[src/rtl/sprite_pkg.sv]
// Shared types and constants for the sprite animation engine.
// Also holds the address-derived pattern used as the packed sprite image.
package sprite_pkg;

   typedef enum logic [1:0] {
      IDLE,
      RUN,
      JUMP
   } anim_state_t;

   localparam int FRAME_IDLE = 0;
   localparam int FRAME_JUMP = 1;
   localparam int FRAME_RUN0 = 2;

   // Every 13th word is the colour key so transparency shows up in every frame.
   function automatic logic [31:0] rom_word(input logic [31:0] addr, input logic alt);
      logic [31:0] h;
      if (addr % 32'd13 == 32'd5) begin
         return 32'h0000_0F0F;
      end
      h = (addr * 32'd37) ^ (addr >> 4);
      if (alt) begin
         h = ~h;
      end
      return h;
   endfunction

endpackage

[src/rtl/read_rom.sv]
// Packed sprite ROM with a registered (synchronous) read port.
// A non-empty DATA_PATH selects the alternate built-in image.
module read_rom
   import sprite_pkg::*;
#(
   parameter string DATA_PATH  = "",
   parameter int    ADDR_WIDTH = 15,
   parameter int    DATA_WIDTH = 12
) (
   input  logic                  clk,
   input  logic [ADDR_WIDTH-1:0] addr,
   output logic [DATA_WIDTH-1:0] data
);

   localparam logic ALT_IMAGE = (DATA_PATH != "");

   always_ff @(posedge clk) begin
      data <= DATA_WIDTH'(rom_word(32'(addr), ALT_IMAGE));
   end

endmodule

[src/rtl/sprite_anim_engine.sv]
// Character sprite engine: frame-synchronous animation state plus a
// three-stage pixel pipeline (address, ROM read, output) over one packed ROM.
module sprite_anim_engine
   import sprite_pkg::*;
#(
   parameter int              SPRITE_W  = 48,
   parameter int              SPRITE_H  = 48,
   parameter int              N_RUN     = 8,
   parameter int              RUN_DIV   = 4,
   parameter int              RGB_W     = 12,
   parameter logic [RGB_W-1:0] TRANSP   = 12'hF0F,
   parameter string           DATA_PATH = ""
) (
   input  logic                        clk,
   input  logic                        rst,
   input  logic                        frame_tick,
   input  logic                        moving,
   input  logic                        jumping,
   input  logic                        dir_right,
   input  logic                        pix_valid,
   input  logic [$clog2(SPRITE_W)-1:0] pix_x,
   input  logic [$clog2(SPRITE_H)-1:0] pix_y,
   output logic [RGB_W-1:0]            rgb,
   output logic                        rgb_valid,
   output logic                        opaque
);

   localparam int FRAME_PIX = SPRITE_W * SPRITE_H;
   localparam int ROM_AW    = $clog2((N_RUN + 2) * FRAME_PIX);
   localparam int RUN_IW    = $clog2(N_RUN);
   localparam int DIV_W     = (RUN_DIV > 1) ? $clog2(RUN_DIV) : 1;

   anim_state_t       state_q, state_d;
   logic              dir_q, dir_d;
   logic [RUN_IW-1:0] run_idx, run_idx_d;
   logic [DIV_W-1:0]  div_cnt, div_cnt_d;

   logic              s1_valid, s1_inr, s2_valid, s2_inr;
   logic [ROM_AW-1:0] s1_addr, addr_d;
   logic              in_range;
   logic [RGB_W-1:0]  rom_data;

   always_ff @(posedge clk) begin
      if (rst) begin
         state_q <= IDLE;
         dir_q   <= 1'b1;
         run_idx <= '0;
         div_cnt <= '0;
      end else begin
         state_q <= state_d;
         dir_q   <= dir_d;
         run_idx <= run_idx_d;
         div_cnt <= div_cnt_d;
      end
   end

   // Animation only moves on a frame boundary; any entry into RUN restarts the cycle.
   always_comb begin
      state_d   = state_q;
      dir_d     = dir_q;
      run_idx_d = run_idx;
      div_cnt_d = div_cnt;
      if (frame_tick) begin
         dir_d = dir_right;
         if (jumping) begin
            state_d = JUMP;
         end else if (moving) begin
            state_d = RUN;
         end else begin
            state_d = IDLE;
         end
         if (state_d == RUN && state_q == RUN) begin
            if (div_cnt == DIV_W'(RUN_DIV - 1)) begin
               div_cnt_d = '0;
               run_idx_d = (run_idx == RUN_IW'(N_RUN - 1)) ? '0 : run_idx + 1'b1;
            end else begin
               div_cnt_d = div_cnt + 1'b1;
            end
         end else begin
            run_idx_d = '0;
            div_cnt_d = '0;
         end
      end
   end

   // Address is formed from the registered (pre-tick) animation state.
   always_comb begin
      int frame;
      int col;
      int addr_full;
      case (state_q)
         IDLE:    frame = FRAME_IDLE;
         JUMP:    frame = FRAME_JUMP;
         default: frame = FRAME_RUN0 + int'(run_idx);
      endcase
      col       = dir_q ? int'(pix_x) : (SPRITE_W - 1 - int'(pix_x));
      in_range  = (int'(pix_x) < SPRITE_W) && (int'(pix_y) < SPRITE_H);
      addr_full = frame * FRAME_PIX + int'(pix_y) * SPRITE_W + col;
      addr_d    = in_range ? ROM_AW'(addr_full) : '0;
   end

   read_rom #(
      .DATA_PATH  (DATA_PATH),
      .ADDR_WIDTH (ROM_AW),
      .DATA_WIDTH (RGB_W)
   ) u_rom (
      .clk  (clk),
      .addr (s1_addr),
      .data (rom_data)
   );

   // rgb holds its last value when no request reaches the output stage.
   always_ff @(posedge clk) begin
      if (rst) begin
         s1_valid  <= 1'b0;
         s1_inr    <= 1'b0;
         s1_addr   <= '0;
         s2_valid  <= 1'b0;
         s2_inr    <= 1'b0;
         rgb       <= '0;
         rgb_valid <= 1'b0;
         opaque    <= 1'b0;
      end else begin
         s1_valid  <= pix_valid;
         s1_inr    <= in_range;
         s1_addr   <= addr_d;
         s2_valid  <= s1_valid;
         s2_inr    <= s1_inr;
         rgb_valid <= s2_valid;
         opaque    <= s2_valid && s2_inr && (rom_data != TRANSP);
         if (s2_valid) begin
            rgb <= s2_inr ? rom_data : TRANSP;
         end
      end
   end

endmodule

[config.mk]
export PLATFORM = sky130hd
export DESIGN_NAME = sprite_anim_engine
export DESIGN_NICKNAME = d
export VERILOG_FILES = /design/src/rtl/sprite_pkg.sv /design/src/rtl/read_rom.sv /design/src/rtl/sprite_anim_engine.sv
export SDC_FILE = /design/constraint.sdc
export NUM_CORES = 1
export LEC_CHECK = 0
export CORE_UTILIZATION = 57
export CTS_CLUSTER_DIAMETER = 200
export DETAILED_ROUTE_END_ITERATION = 10
export HOLD_SLACK_MARGIN = 0.15
export PLACE_DENSITY = 0.84
export REMOVE_ABC_BUFFERS = 1
export SETUP_SLACK_MARGIN = 0.15
export SYNTH_ARGS = -nofsm -noshare
export SYNTH_HDL_FRONTEND = slang
export SYNTH_SLANG_ARGS = --single-unit
[constraint.sdc]
create_clock -name clk -period 8.2 [get_ports clk]
set_input_delay 0.82 -clock clk [delete_from_list [all_inputs] [get_ports clk]]
set_output_delay 0.82 -clock clk [all_outputs]
set_load 0.01 [all_outputs]
# After elaboration in Yosys (flattened, before gate mapping)
# Cells that the tools add are included.
[op_classes]
n_addsub = 6
mul = 3
div_mod_pow = 1
order_cmp = 2
n_eq_ne = 8
shift = 0
mux = 14
bitwise = 2
n_reduce_logical = 7
[op_table]
columns = ["cell", "n"]
rows = [
  ["$mux 12", 3],
  ["$eq 32x3->1 const B", 1],
  ["$mod 15x4->32 const B", 1],
  ["$add 15x13->15", 1],
  ["$add 15x15->15", 1],
  ["$mul 15x6->12 const B", 1],
  ["$mux 15", 1],
  ["$lt 6x6->1 const B", 2],
  ["$ne 12x12->1 const B", 1],
  ["$xor 12x11->12", 1],
  ["$mux 3", 3],
  ["$mul 6x2->8 const B", 1],
  ["$mux 2", 4],
  ["$pmux 4 s2", 1],
  ["$mul 4x4->7 const B", 1],
  ["$sub 6x6->7 const A", 1],
  ["$add 2x3->4 const A", 1],
  ["$eq 2x1->1 const B", 2],
  ["$eq 2x2->1 const B", 2],
  ["$logic_and 1x1->1", 4],
  ["$add 3x1->3 const B", 1],
  ["$eq 3x3->1 const B", 1],
  ["$add 2x1->2 const B", 1],
  ["$logic_not 2->1", 1],
  ["5 further kinds", 6],
]
[word_totals]
ff_bits = 53
latchBits = 0
mem_bits_rw = 0
mem_bits_ro = 0
in_bits = 19
out_inout_bits = 14
word_cells = 56
mem_count = 0

# Depth between registers and ports, before layout
# Gate-level depths: netlist of run 1.
[depth]
word_depth = 7
depth_mapped = 41
ltp_nobuf = 35

# Hierarchy
# A second synthesis of run 1 with hierarchy kept.
[hier_totals]
hier_cells = 826
area_unflattened_um2 = 6550.0
[by_module_without_submodules]
columns = ["module", "instances", "cells_per_inst", "area_per_inst_um2", "seq_area_each_um2"]
rows = [
  ["read_rom", 1, 598, 4315.4, 240.2],
  ["sprite_anim_engine", 1, 228, 2234.6, 820.8],
]

# Worst setup path before layout of run 1
# No wires, ideal clock.
[synth_path]
path_type = "reg2reg"
from = "reg s1_addr[12]"
to = "reg u_rom.data[11]"
setup_time_ns = 0.073
t_arrival_ns = 8.509
t_required_ns = 8.127
setup_slack_ns = -0.382
path_stages_with_launch = 38
cell_sequence = "dfxtp_1 buf_6 clkbuf_1 o21a_1 ha_1 nand3b_1 a21oi_1 o41a_1 or4_4 o221ai_4 a21oi_4 and3_1 a2111o_1 a211oi_4 nand3_1 a21oi_1 o21ai_2 o21a_4 [2 not listed] a221o_1 a211oi_1 or2_2 ha_1 nand2_1 o31ai_1 a32o_1 a211o_1 a31oi_1 and3_1 buf_2 xnor2_1 ha_1 nand2_1 a2111o_1 a221oi_2 a41oi_2 a2bb2oi_1"
[synth_between]
elab_chain_cells = 4
[synth_rtl]
columns = ["element", "line", "source"]
rows = [
  ["start: declaration", "sprite_anim_engine.sv:39", "logic [ROM_AW-1:0] s1_addr, addr_d;"],
  ["start signal: assignment", "sprite_anim_engine.sv:126", "s1_addr <= addr_d;"],
  ["$mod 15x4->32", "sprite_pkg.sv:18", "if (addr % 32'd13 == 32'd5) begin"],
  ["$eq 32x3->1", "sprite_pkg.sv:18", ""],
  ["$mux 1", "sprite_pkg.sv:18", ""],
  ["$mux 12", "sprite_pkg.sv:21", "h = (addr * 32'd37) ^ (addr >> 4);"],
  ["end signal: assignment", "read_rom.sv:18", "data <= DATA_WIDTH'(rom_word(32'(addr), ALT_IMAGE));"],
  ["end: declaration", "read_rom.sv:12", "output logic [DATA_WIDTH-1:0] data"],
]
# Every way passes these cells.
# A chain may end at the register's enable or synchronous reset.

# Worst setup path in the final report of run 1
[layout_path]
from = "reg s1_addr[11]"
to = "reg u_rom.data[5]"
# Same word-level chain as after synthesis.

==> results of run 1 <==
final cells by class:
cell class | instances | area [um2]
Clock inverter | 2 | 35.0
Inverter | 68 | 255
Tap cell | 147 | 184
Timing Repair Buffer | 168 | 1380
Fill cell | 811 | 3210
Clock buffer | 5 | 125
Multi-Input combinational cell | 717 | 5760
Sequential cell | 53 | 1060
worst max-delay path: cells and delay by family (launching register included):
family / cells / cell delay (ns)
compound gates: 23 / 5.42
fa+ha+maj: 3 / 0.76
xor+xnor: 1 / 0.07
buf+inv: 4 / 0.68
flops: 1 / 0.32
simple gates: 7 / 1.02
metrics by stage:
| step | hold WS (ns) | TNS [ns] | instance area [um2] | cells | setup slack (ns) |
|---|---|---|---|---|---|
| floorplan | 0.414 | -19.06 | 6770 | 838 | -1.60 |
| detailed placement | 0.430 | -1.84 | 8180 | 1134 | -0.173 |
| global route | 0.451 | -5.12 | 8800 | 1160 | -0.476 |
| finish | 0.440 | -1.82 | 8800 | 1160 | -0.189 |
| CTS | 0.445 | 0 | 8570 | 1152 | 0.0866 |
| global placement | 0.422 | 0 | 8180 | 1134 | 0.00161 |
sequential cells by signal, indices dropped and copies added, names as in the netlist:
signal,cells
dir_q,1
div_cnt,2
opaque,1
rgb,12
rgb_valid,1
run_idx,3
s1_addr,15
s1_inr,1
s1_valid,1
s2_inr,1
s2_valid,1
state_q,2
u_rom.data,12
per-layer routing:
layer / global-route usage [%] / part of all wire (%) / vias to the layer above
met1: 40.7 / 41 / 3630
met3: 3.54 / 5.8 / 64
met2: 55.1 / 50 / 343
li1: - / - / 3550
met4: 10.6 / 2.7 / 0
met5: 0 / 0 / -
worst max-delay path by stage:
stage                     start             end  slack [ns]  cells past startpoint
floorplan           s1_addr[11]  u_rom.data[11]       -1.60                     34
global placement    s1_addr[12]  u_rom.data[11]       0.002                     38
detailed placement  s1_addr[12]   u_rom.data[0]       -0.17                     35
CTS                 s1_addr[11]   u_rom.data[0]        0.09                     38
finish              s1_addr[11]   u_rom.data[5]       -0.19                     38
global route        s1_addr[11]   u_rom.data[5]       -0.48                     38
placed cells by master, fill, tap and decap left out, types with 29 or more instances in the layout:
cell type / instances
inv_1: 66
buf_4: 130
ha_1: 58
dfxtp_1: 52
clkdlybuf4s50_1: 32
o21ai_0: 29
xnor2_1: 40
a21oi_1: 51
nand2_1: 40
nor2_1: 73
kinds of logic after synthesis:
group	after synthesis	share of synthesized area, %
compound gates	297	33.1
simple gates	264	19.6
buf+inv	117	6.98
fa+ha+maj	74	14.4
xor+xnor	64	8.00
flops	53	15.1
mux	18	2.73
timing repair:
item                       4_1_cts  5_1_grt
setup endpoints to repair       12       12
pin swaps                       31       23
buffers inserted                11        8
resized for setup               29       31
==> impl_metrics.env, run 1 <==
export IMPL_area_growth_pct=25.6
export IMPL_ys_ff_latch=53
export IMPL_critPathRequiredTime_ns=8.38
export IMPL_globalRouteOverflowTotal=0
export IMPL_period_share_pct=102
export IMPL_cts_tree="done"
export IMPL_syn_inst=887
export IMPL_num_rows=40
export IMPL_track_usage_pct=31.6
export IMPL_fmax_ghz=0.119
export IMPL_antenna_cells=0
export IMPL_synth_most_common_cell="nor2_1"
export IMPL_status="complete, but fails checks"
export IMPL_wl_um=20900
export IMPL_rsz0062_at_grt="true"
export IMPL_start_util_pct=58.3
export IMPL_drtPass1Iterations=5
export IMPL_fp_dieH_um=113
export IMPL_min_from="s1_valid"
export IMPL_drive_above_1_share_pct=23.1
export IMPL_ys_warn_count=0
export IMPL_tightest_slew_ns=0.835
export IMPL_io_pins=33
export IMPL_clock_latency_ns=0.30
export IMPL_grt_max_degree=30
export IMPL_final_net_count=1104
export IMPL_r2r_setup_slack_ns=-0.19
export IMPL_first_global_vias=7059
export IMPL_synth_avg_cell_area_um2=7.90
export IMPL_ctsHoldBuffers=0
export IMPL_antenna_found_initial=0
export IMPL_fp_coreArea_um2=12000
export IMPL_cts_buffer_depth=2
export IMPL_die_x_um=113
export IMPL_cp_start_kind="flop"
export IMPL_grt_pass1_wl_um=33500
export IMPL_critPathArrivalTime_ns=8.56
export IMPL_htree_levels=2
export IMPL_maxSlewHeadroom_pct=44.3
export IMPL_vias=7587
export IMPL_min_to="s2_valid"
export IMPL_synth_cell_types=103
export IMPL_regToRegEndpoint="u_rom.data[5]"
export IMPL_crit_path_end_kind="flop"
export IMPL_setup_ws_ns=-0.189
export IMPL_netlist_top_cells_area="dfxtp_1 (15%), ha_1 (11%), xnor2_1 (5.5%)"
export IMPL_synth_common_cells="nor2_1 (75), inv_1 (66), ha_1 (60)"
export IMPL_hold_class="reg -> reg"
export IMPL_reg2reg_from="s1_addr[11]"
export IMPL_synth_top_area_cell="dfxtp_1"
export IMPL_place_congestion=0.925
export IMPL_ys_seq_area_share_pct=15.1
export IMPL_holdPathStages=1
export IMPL_drtAntennaViolNets=0
export IMPL_hold_violations=0
export IMPL_clkTransAtPathRegs_ns=0.07
export IMPL_dieArea_um2=12700
export IMPL_yosys_area_top_type_share_pct=15.1
export IMPL_port_buffers=32
export IMPL_ys_flop_type="dfxtp_1"
export IMPL_clock_root_buffer="clkbuf_16"
export IMPL_cts_sinks=53
export IMPL_wire_per_inst_um=18.0
export IMPL_synth_edf_count=0
export IMPL_cp_max_fo=7
export IMPL_dp_hpwl_um=14600
export IMPL_cts_buffers=5
export IMPL_netlist_area_um2=7010
export IMPL_fin_skew_ns=0.00829
export IMPL_route_detailed_drc=0
export IMPL_async_flop_share_pct=0
export IMPL_fin_crit_ns=8.39
export IMPL_utilization_pct=73.3
export IMPL_path_class="reg -> reg"
export IMPL_via_per_inst=6.54
export IMPL_drv_cap=0
export IMPL_cpMaxStageDelayCell="a2111o_1"
export IMPL_setup_viol=12
export IMPL_slowest_delay_ns=0.48
export IMPL_violations="setup timing"
export IMPL_reg2reg_depth=38
export IMPL_slew_violations=0
export IMPL_drtIter0Drc=827
Power of run 1 is left out: the tool's default activity adds up to more than one toggle a clock period on the data nets, which glitch-free logic cannot reach.
==> run 2: changes to the inputs <==
--- a/config.mk
+++ b/config.mk
@@ -5,11 +5,11 @@
 export SDC_FILE = /design/constraint.sdc
 export NUM_CORES = 1
 export LEC_CHECK = 0
-export CORE_UTILIZATION = 57
+export CORE_UTILIZATION = 68
 export CTS_CLUSTER_DIAMETER = 200
 export DETAILED_ROUTE_END_ITERATION = 10
 export HOLD_SLACK_MARGIN = 0.15
-export PLACE_DENSITY = 0.84
+export PLACE_DENSITY = 0.93
 export REMOVE_ABC_BUFFERS = 1
 export SETUP_SLACK_MARGIN = 0.15
 export SYNTH_ARGS = -nofsm -noshare
==> constraint.sdc (replaced) <==
create_clock -name clk -period 10.6 [get_ports clk]
set_input_delay 1.06 -clock clk [delete_from_list [all_inputs] [get_ports clk]]
set_output_delay 1.06 -clock clk [all_outputs]
set_load 0.01 [all_outputs]
==> impl_metrics.env, run 2 (synthesis gave the netlist of run 1 again) <==
export IMPL_status="finished, final reports clean"
export IMPL_path_class="reg -> reg"
export IMPL_rsz0062_at_grt="false"
export IMPL_cp_num_cells=33
export IMPL_route_detailed_drc=0
export IMPL_path_buf_inv=2
export IMPL_dieArea_um2=10700
export IMPL_cp_start_kind="flop"
export IMPL_fin_area_um2=7490
export IMPL_clock_root_buffer="clkbuf_8"
export IMPL_clkTransAtPathRegs_ns=0.10
export IMPL_fin_crit_ns=9.77
export IMPL_largestRegisters="s1_addr: 15 flops, rgb: 12 flops, u_rom.data: 12 flops"
export IMPL_cts_tree="done"
export IMPL_dpl_cell_area_um2=7310
export IMPL_regToRegEndpoint="u_rom.data[3]"
export IMPL_drtIter0Drc=657
export IMPL_fin_tns_setup_ns=0
export IMPL_setup_viol=0
export IMPL_first_global_vias=6976
export IMPL_num_fill_cells=703
export IMPL_htree_levels=2
export IMPL_cpMaxStageDelayCell="dfxtp_1"
export IMPL_drtPass1Iterations=6
export IMPL_track_usage_pct=35.0
export IMPL_fin_skew_ns=0.00990
export IMPL_start_util_pct=71.0
export IMPL_vias=7112
export IMPL_final_common_cell="nor2_1"
export IMPL_antenna_found_initial=0
export IMPL_fmax_ghz=0.102
export IMPL_area_growth_pct=6.84
export IMPL_cts_sinks=53
export IMPL_reg2reg_from="s1_addr[10]"
export IMPL_grt_max_degree=30
export IMPL_wire_per_inst_um=18.7
export IMPL_globalRouteOverflowTotal=0
export IMPL_drive_above_1_share_pct=8.77
export IMPL_cp_top_family="compound AO/OA/AOI/OAI gates"
export IMPL_fp_coreArea_um2=9860
export IMPL_hold_violations=0
export IMPL_largest_register="s1_addr"
export IMPL_port_buffers=32
export IMPL_r2r_setup_slack_ns=0.83
export IMPL_grt_util_met1_pct=41.7
export IMPL_grt_use_met3_pct=4.78
export IMPL_slowest_delay_ns=0.77
export IMPL_grt_busiest_layer="met2"
export IMPL_io_pins=33
export IMPL_cp_startpoint="s1_addr[10]"
export IMPL_tightest_slew_ns=0.964
export IMPL_place_congestion=0.971
export IMPL_antenna_cells=0
export IMPL_cp_max_fo=18
export IMPL_drtAntennaViolNets=0
export IMPL_maxSlewHeadroom_pct=35.2
export IMPL_drv_cap=0
export IMPL_reg2reg_depth=33
export IMPL_via_per_inst=6.96
export IMPL_critPathArrivalTime_ns=10.01
export IMPL_slew_violations=0
export IMPL_num_rows=36
export IMPL_grt_pass1_wl_um=31600
export IMPL_largest_reg_flops=15
export IMPL_final_cell_mix="nor2_1 (74), inv_1 (66), ha_1 (60)"
export IMPL_final_net_count=979
export IMPL_crit_path_end_kind="flop"
export IMPL_period_share_pct=92.2
export IMPL_cts_buffer_depth=2
export IMPL_use_met2_pct=61.4
export IMPL_cts_buffers=5
export IMPL_wl_um=19100
export IMPL_fp_dieH_um=104
export IMPL_dp_hpwl_um=14200
export IMPL_clock_latency_ns=0.32
export IMPL_cp_endpoint="u_rom.data[3]"
export IMPL_critPathRequiredTime_ns=10.84
export IMPL_ctsHoldBuffers=0
export IMPL_hold_class="reg -> reg"
export IMPL_die_x_um=104
run 2: cell count changes in the layout (fill, tap and decap cells not counted), sizes merged:
cell / delta
clkbuf: +1
buf: -125
run 2: what timing repair did:
action | 4_1_cts | 5_1_grt
hold endpoints to repair | 0 | 0
endpoints found under the setup margin | 0 | 12
resized for setup | 0 | 12
setup buffers | 0 | 4
run 2: area by class of cell:
cell class	instances	area (um2)	area share (%)
clock buffer	6	72.6	0.969
clock inverter	2	38.8	0.518
inverter	68	255	3.41
multi-input combinational	717	5480	73.3
sequential	53	1070	14.2
tap	133	166	2.22
timing repair buffer	43	403	5.38
run 2: layer usage:
metal	part of all wire, %	wire, um	vias up
li1	-	-	3306
met3	7.5	1430	89
met1	40	7630	3334
met2	49	9280	383
met5	0	0	-
met4	4.1	775	0
run 2: worst min-delay path by stage:
stage / startpoint / end / slack, ns / depth (start not counted)
6_report: s1_valid / s2_valid / 0.48 / 1
5_1_grt: s1_valid / s2_valid / 0.49 / 1
4_1_cts: s1_valid / s2_valid / 0.48 / 1
3_5_place_dp: s1_valid / s2_valid / 0.45 / 1
3_3_place_gp: s1_valid / s2_valid / 0.42 / 1
2_1_floorplan: s1_inr / s2_inr / 0.41 / 1
run 2: worst reg2reg max path, delay by kind of cell (launching register included):
kind                       cells  cell delay (ns)
xor gates and xnor gates       2             0.40
muxes                          1             0.45
buffers and inverters          2             0.74
and+or+nand+nor                7             1.61
DFF                            1             0.77
adders and majority gates      2             0.52
AOI/OAI and AO/OA             19             5.20
run 2: per-stage QoR:
step                      setup WS [ns]  hold slack [ns]  util [%]  std cells
after global routing              0.146            0.489      75.9       1022
after global placement            0.820            0.423      74.1       1010
final                             0.828            0.477      75.9       1022
after floorplan                   0.797            0.414         -        838
after detailed placement          0.220            0.454      74.1       1010
after CTS                         0.175            0.478      75.3       1018
Power of run 2 is left out for the same reason.
